===== src/rtl/cpu_pkg.sv =====
// Shared CPU-side types for the register-file port arbiter.
// Holds the arbiter state encoding and the default RF geometry.
package cpu_pkg;

  localparam int DEF_DATA_W     = 8;
  localparam int DEF_ADDR_W     = 3;
  localparam int DEF_STARVE_MAX = 4;

  typedef enum logic [2:0] {
    IDLE,
    WR,
    WR_ACK,
    RD_A,
    RD_B,
    RD_CAP,
    RD_ACK
  } arb_state_t;

endpackage


===== src/rtl/regfile_port_arbiter.sv =====
// Shares the single RF port between ID operand reads and WB writes (writes preferred,
// reads forced after STARVE_MAX writes). Define RF_ZERO_REG_EN to hardwire register 0 to zero.
module regfile_port_arbiter
  import cpu_pkg::*;
#(
  parameter int DATA_W     = DEF_DATA_W,
  parameter int ADDR_W     = DEF_ADDR_W,
  parameter int STARVE_MAX = DEF_STARVE_MAX
) (
  input  logic              clk_regfile,
  input  logic              reset_n,
  input  logic              rd_req,
  input  logic [ADDR_W-1:0] rd_addr_a,
  input  logic [ADDR_W-1:0] rd_addr_b,
  output logic              rd_ack,
  output logic [DATA_W-1:0] rd_data_a,
  output logic [DATA_W-1:0] rd_data_b,
  input  logic              wr_req,
  input  logic [ADDR_W-1:0] wr_addr,
  input  logic [DATA_W-1:0] wr_data,
  output logic              wr_ack,
  output logic              rf_en,
  output logic              rf_we,
  output logic [ADDR_W-1:0] rf_addr,
  output logic [DATA_W-1:0] rf_wdata,
  input  logic [DATA_W-1:0] rf_rdata,
  output logic              busy
);

  localparam int CNT_W = $clog2(STARVE_MAX + 1);
  localparam logic [CNT_W-1:0] STARVE_TOP = CNT_W'(STARVE_MAX);

`ifdef RF_ZERO_REG_EN
  localparam bit ZERO_REG = 1'b1;
`else
  localparam bit ZERO_REG = 1'b0;
`endif

  arb_state_t        state_q, state_d;
  logic [CNT_W-1:0]  starve_q;
  logic [ADDR_W-1:0] addr_a_q, addr_b_q, wr_addr_q;
  logic [DATA_W-1:0] wr_data_q;
  logic              rd_pend, wr_pend, wr_suppress;

  function automatic logic [DATA_W-1:0] capture(input logic [ADDR_W-1:0] a,
                                                input logic [DATA_W-1:0] d);
    return (ZERO_REG && a == '0) ? '0 : d;
  endfunction

  assign rd_pend     = rd_req && !rd_ack;
  assign wr_pend     = wr_req && !wr_ack;
  assign wr_suppress = ZERO_REG && (wr_addr_q == '0);

  // Request fields are snapshotted while idle so the RF outputs depend on flops only.
  // NOTE: state registers use non-blocking assignments so every flop samples pre-edge values.
  always_ff @(posedge clk_regfile or negedge reset_n) begin
    if (!reset_n) begin
      state_q   <= IDLE;
      starve_q  <= '0;
      addr_a_q  <= '0;
      addr_b_q  <= '0;
      wr_addr_q <= '0;
      wr_data_q <= '0;
      rd_data_a <= '0;
      rd_data_b <= '0;
    end else begin
      state_q <= state_d;
      if (state_q == IDLE) begin
        addr_a_q  <= rd_addr_a;
        addr_b_q  <= rd_addr_b;
        wr_addr_q <= wr_addr;
        wr_data_q <= wr_data;
      end
      case (state_q)
        WR:      if (rd_req && starve_q != STARVE_TOP) starve_q <= starve_q + 1'b1;
        RD_B:    rd_data_a <= capture(addr_a_q, rf_rdata);
        RD_CAP: begin
          rd_data_b <= capture(addr_b_q, rf_rdata);
          starve_q  <= '0;
        end
        default: ;
      endcase
    end
  end

  // NOTE: every output gets a default before the case so no latch is inferred.
  always_comb begin
    state_d  = state_q;
    rf_en    = 1'b0;
    rf_we    = 1'b0;
    rf_addr  = '0;
    rf_wdata = '0;
    wr_ack   = 1'b0;
    rd_ack   = 1'b0;
    busy     = (state_q != IDLE);
    case (state_q)
      IDLE: begin
        if (wr_req && !(rd_req && starve_q == STARVE_TOP)) state_d = WR;
        else if (rd_req)                                   state_d = RD_A;
      end
      WR: begin
        if (!wr_suppress) begin
          rf_en    = 1'b1;
          rf_we    = 1'b1;
          rf_addr  = wr_addr_q;
          rf_wdata = wr_data_q;
        end
        state_d = WR_ACK;
      end
      WR_ACK: begin
        wr_ack = 1'b1;
        if (!wr_req) state_d = IDLE;
      end
      RD_A: begin
        rf_en   = 1'b1;
        rf_addr = addr_a_q;
        state_d = RD_B;
      end
      RD_B: begin
        rf_en   = 1'b1;
        rf_addr = addr_b_q;
        state_d = RD_CAP;
      end
      RD_CAP: state_d = RD_ACK;
      RD_ACK: begin
        rd_ack = 1'b1;
        if (!rd_req) state_d = IDLE;
      end
      default: state_d = IDLE;
    endcase
    // Acks are low in IDLE, so pending reduces to req there; kept explicit for clarity.
    if (state_q == IDLE) begin
      if (wr_pend && !(rd_pend && starve_q == STARVE_TOP)) state_d = WR;
      else if (rd_pend)                                    state_d = RD_A;
      else                                                 state_d = IDLE;
    end
  end

endmodule


===== config.mk =====
export PLATFORM = sky130hd
export DESIGN_NAME = regfile_port_arbiter
export DESIGN_NICKNAME = d
export VERILOG_FILES = /design/src/rtl/cpu_pkg.sv /design/src/rtl/regfile_port_arbiter.sv
export SDC_FILE = /design/constraint.sdc
export NUM_CORES = 1
export LEC_CHECK = 0
export CAP_MARGIN = 20
export CORE_ASPECT_RATIO = 1.5
export CORE_MARGIN = 4
export CORE_UTILIZATION = 24
export CTS_CLUSTER_DIAMETER = 60
export DETAILED_ROUTE_END_ITERATION = 8
export PLACE_DENSITY = 0.54
export SYNTH_ARGS = -nofsm -noshare
export SYNTH_HDL_FRONTEND = slang
export SYNTH_SLANG_ARGS = --single-unit

===== constraint.sdc =====
create_clock -name clk_regfile -period 1.8 [get_ports clk_regfile]
set_input_delay 0.36 -clock clk_regfile [delete_from_list [all_inputs] [get_ports clk_regfile]]
set_output_delay 0.36 -clock clk_regfile [all_outputs]
set_load 0.05 [all_outputs]

==> flow_summary.yaml <==
floorplanning:
  core_area_um2: 7320
  ios: 61
  initial_core_util: 0.250
  dieHeight_um: 115
  die-area_um2: 9130
  die_x_um: 79.4
  rows: 38
power_and_ir_drop:
  switching_share: 0.417
  p_leak_nw: 1.31
  comb_power_share: 0.613
  power_density_nw_per_um2: 2090
  pwr-share-clk: 0.122
  finalPower_mw: 6.14
  p_sw_mw: 2.56
  ir_worst_vdd_mv: 1.05
  pwr-share-seq: 0.265
  intPower_mw: 3.58
sta:
  maxSlewHeadroom: 0.658
  report.final.setup_viol: 4
  layout_setup_ws_ns: -0.0684
  grt_setup_unrepaired: "true"
  worst_pin_slew_ns: 0.513
  finalHoldViolations: 0
  tns_ns: -0.219
  finalCritPeriodShare: 1.04
  finalClockSkew_ns: 0.00792
  final_max_slew_viol_count: 0
  holdWs_ns: 0.0327
  fmax_mhz: 535
  min_period_ns: 1.87
route:
  route.detailed.drc: 0
  vias: 1275
  routed_wl_um: 4150
  detail-route-antenna-nets: 0
  first_iter_violations: 32
  routed_via_density: 4.13
  drt-pass1-iter-count: 4
  wl_per_cell_um: 13.4
placed_design:
  port_buffers: 60
  routabilityCongestion: 0.713
  post-place-ws_ns: 0.0782
  dp_hpwl_um: 3240
  placed_cells: 293
finish:
  syn_to_final_growth_pct: 60.5
  drive_above_1_share: 0.560
  fin_cells: 309
  num-nets-final: 239
  antennaDiodeCount: 0
clock_network:
  cts_tree: "yes"
  cts.sinks: 39
  ctsHtreeMaxLevel: 2
  holdBufCountCts: 0
  clockRootBuffer: "clkbuf_8"
  cts_buffers: 5
  clock_path_buffers: 2
  clk_pin_slew_worst_paths_ns: 0.08
  clkLatencyLatePin_ns: 0.29
global_route:
  grt_start_max_net_pins: 21
  grt.total_usage: 0.0960
  antenna_found_initial: 0
  grt_pass1_wl_um: 6800
  grt_pass1_vias: 1348
  grt_overflow: 0
synth:
  synth_cells: 128
  avgSynthCellArea_um2: 14.3
  synth.net_count: 159
  yosys.area.top_type: "dfrtp_1"
  ys_ff_latch: 39
  synthesis.area_um2: 1830
  yosysUniqueCellTypes: 32
  synth_top_area_share: 0.532
  ys_seq_area_frac: 0.532
  ys_warn_count: 0
  synthTopCellsByArea: "dfrtp_1 53%, mux2_2 15%, mux2_4 7.4%, nor3b_4 2.0%, buf_6 1.8%"
critical_path:
  worstSetupPathType: "flip-flop to output port"
  crit_arrival_ns: 1.51
  endpoint_kind: "output port"
  critPathRequiredTime_ns: 1.44
  path_max_fanout: 9
  start_kind: "flip-flop"
min_path:
  min_path_type: "input port to async pin"
outcome:
  status: "finished with violations"
  violations: "negative setup slack"
flow_run:
  cap_violations: 0
==> cells in the final DEF (no fill, tap or decap), types with 2 or more instances in the layout <==
master,netlist,final
buf_12,1,16
o2bb2ai_2,0,3
inv_1,6,6
nand2_1,3,3
nor3_1,2,2
dfrtp_1,39,36
clkdlybuf4s50_1,0,27
dfrtp_2,0,3
ha_1,2,2
buf_6,3,6
nor3b_4,2,2
buf_4,1,29
o21ai_0,2,2
clkbuf_8,0,6
mux2_4,9,9
and2_4,0,9
a22oi_1,3,3
mux2i_1,3,3
mux2_2,24,24
==> timing repair <==
item | 4_1_cts | 5_1_grt
pin swaps | 1 | 6
setup endpoints to repair | 13 | 15
gates resized for setup | 10 | 11
buffers inserted | 4 | 4
==> stage by stage <==
stage	utilization	area [um^2]
2_1_floorplan	-	1870
6_report	0.402	2940
4_1_cts	0.394	2890
3_5_place_dp	0.371	2720
3_3_place_gp	0.371	2720
5_1_grt	0.402	2940
==> sequential cells by signal, summed over array words and instances (netlist names) <==
| name | flops |
|---|---|
| addr_a_q | 3 |
| addr_b_q | 3 |
| rd_data_a | 8 |
| rd_data_b | 8 |
| starve_q | 3 |
| state_q | 3 |
| wr_addr_q | 3 |
| wr_data_q | 8 |
==> critical path, cell delays in order, from the launching register on <==
cell	delay, ns
dfrtp_2	0.45
buf_6	0.15
nor3b_4	0.15
or2_2	0.30
buf_12	0.16
==> power groups by stage <==
stage,registers (mW),logic [mW],clock network [mW]
floorplan,2.21,1.79,0
global placement,1.64,3.55,0
detailed placement,1.65,3.60,0
CTS,1.63,3.70,0.786
global route,1.69,3.98,0.829
finish,1.62,3.76,0.750
==> cells by family (layout without fill, tap and decap cells) <==
| kind of cell | Yosys count | in the layout | share of synthesized area |
|---|---|---|---|
| fa+ha+maj | 2 | 2 | 0.0136 |
| flops | 39 | 39 | 0.532 |
| mux | 36 | 36 | 0.238 |
| compound gates | 14 | 14 | 0.0567 |
| buf+inv | 12 | 93 | 0.0478 |
| simple gates | 25 | 25 | 0.112 |
==> path summary, 6_finish.rpt <==
| check | start | endpoint | slack (ns) | depth (start not counted) |
|---|---|---|---|---|
| worst max-delay path | state_q[2] | rf_en | -0.07 | 4 |
| worst min register to register | wr_data_q[5] | wr_data_q[5] | 0.51 | 1 |
| worst min-delay path | reset_n | rd_data_b[0] | 0.03 | 1 |
| min in group clk_regfile | wr_data_q[5] | wr_data_q[5] | 0.51 | 1 |
| max in group asynchronous | reset_n | wr_data_q[4] | 1.27 | 2 |
| worst max register to register | state_q[1] | wr_data_q[6] | 0.17 | 5 |
==> synth_stat cells <==
master	n
a211oi_1	1
a21o_1	1
a21oi_1	1
a22oi_1	3
a31oi_1	1
a41o_1	1
and2_1	5
and2_2	4
and2b_1	2
and3b_1	1
buf_12	1
buf_4	1
buf_6	3
clkbuf_1	1
dfrtp_1	39
ha_1	2
inv_1	6
mux2_2	24
mux2_4	9
mux2i_1	3
nand2_1	3
nand3_4	1
nand3b_1	1
nor2b_1	1
nor3_1	2
nor3_4	1
nor3b_1	1
nor3b_4	2
o21ai_0	2
o2bb2ai_1	3
o31a_1	1
or2_2	1
==> metal layers <==
layer,track usage,share of wire
met1,0.109,0.38
met2,0.169,0.53
met3,0.0337,0.073
met4,0.0275,0.012
met5,0,0
==> area by class of cell <==
class                           instances  area (um^2)
Fill cell                             723         4380
Sequential cell                        39          980
Timing Repair Buffer                   79          881
Multi-Input combinational cell         77          816
Tap cell                              100          125
Clock buffer                            6         82.6
Clock inverter                          2         35.0
Inverter                                6         22.5
No activity file was read; power rests on OpenSTA's default activity.
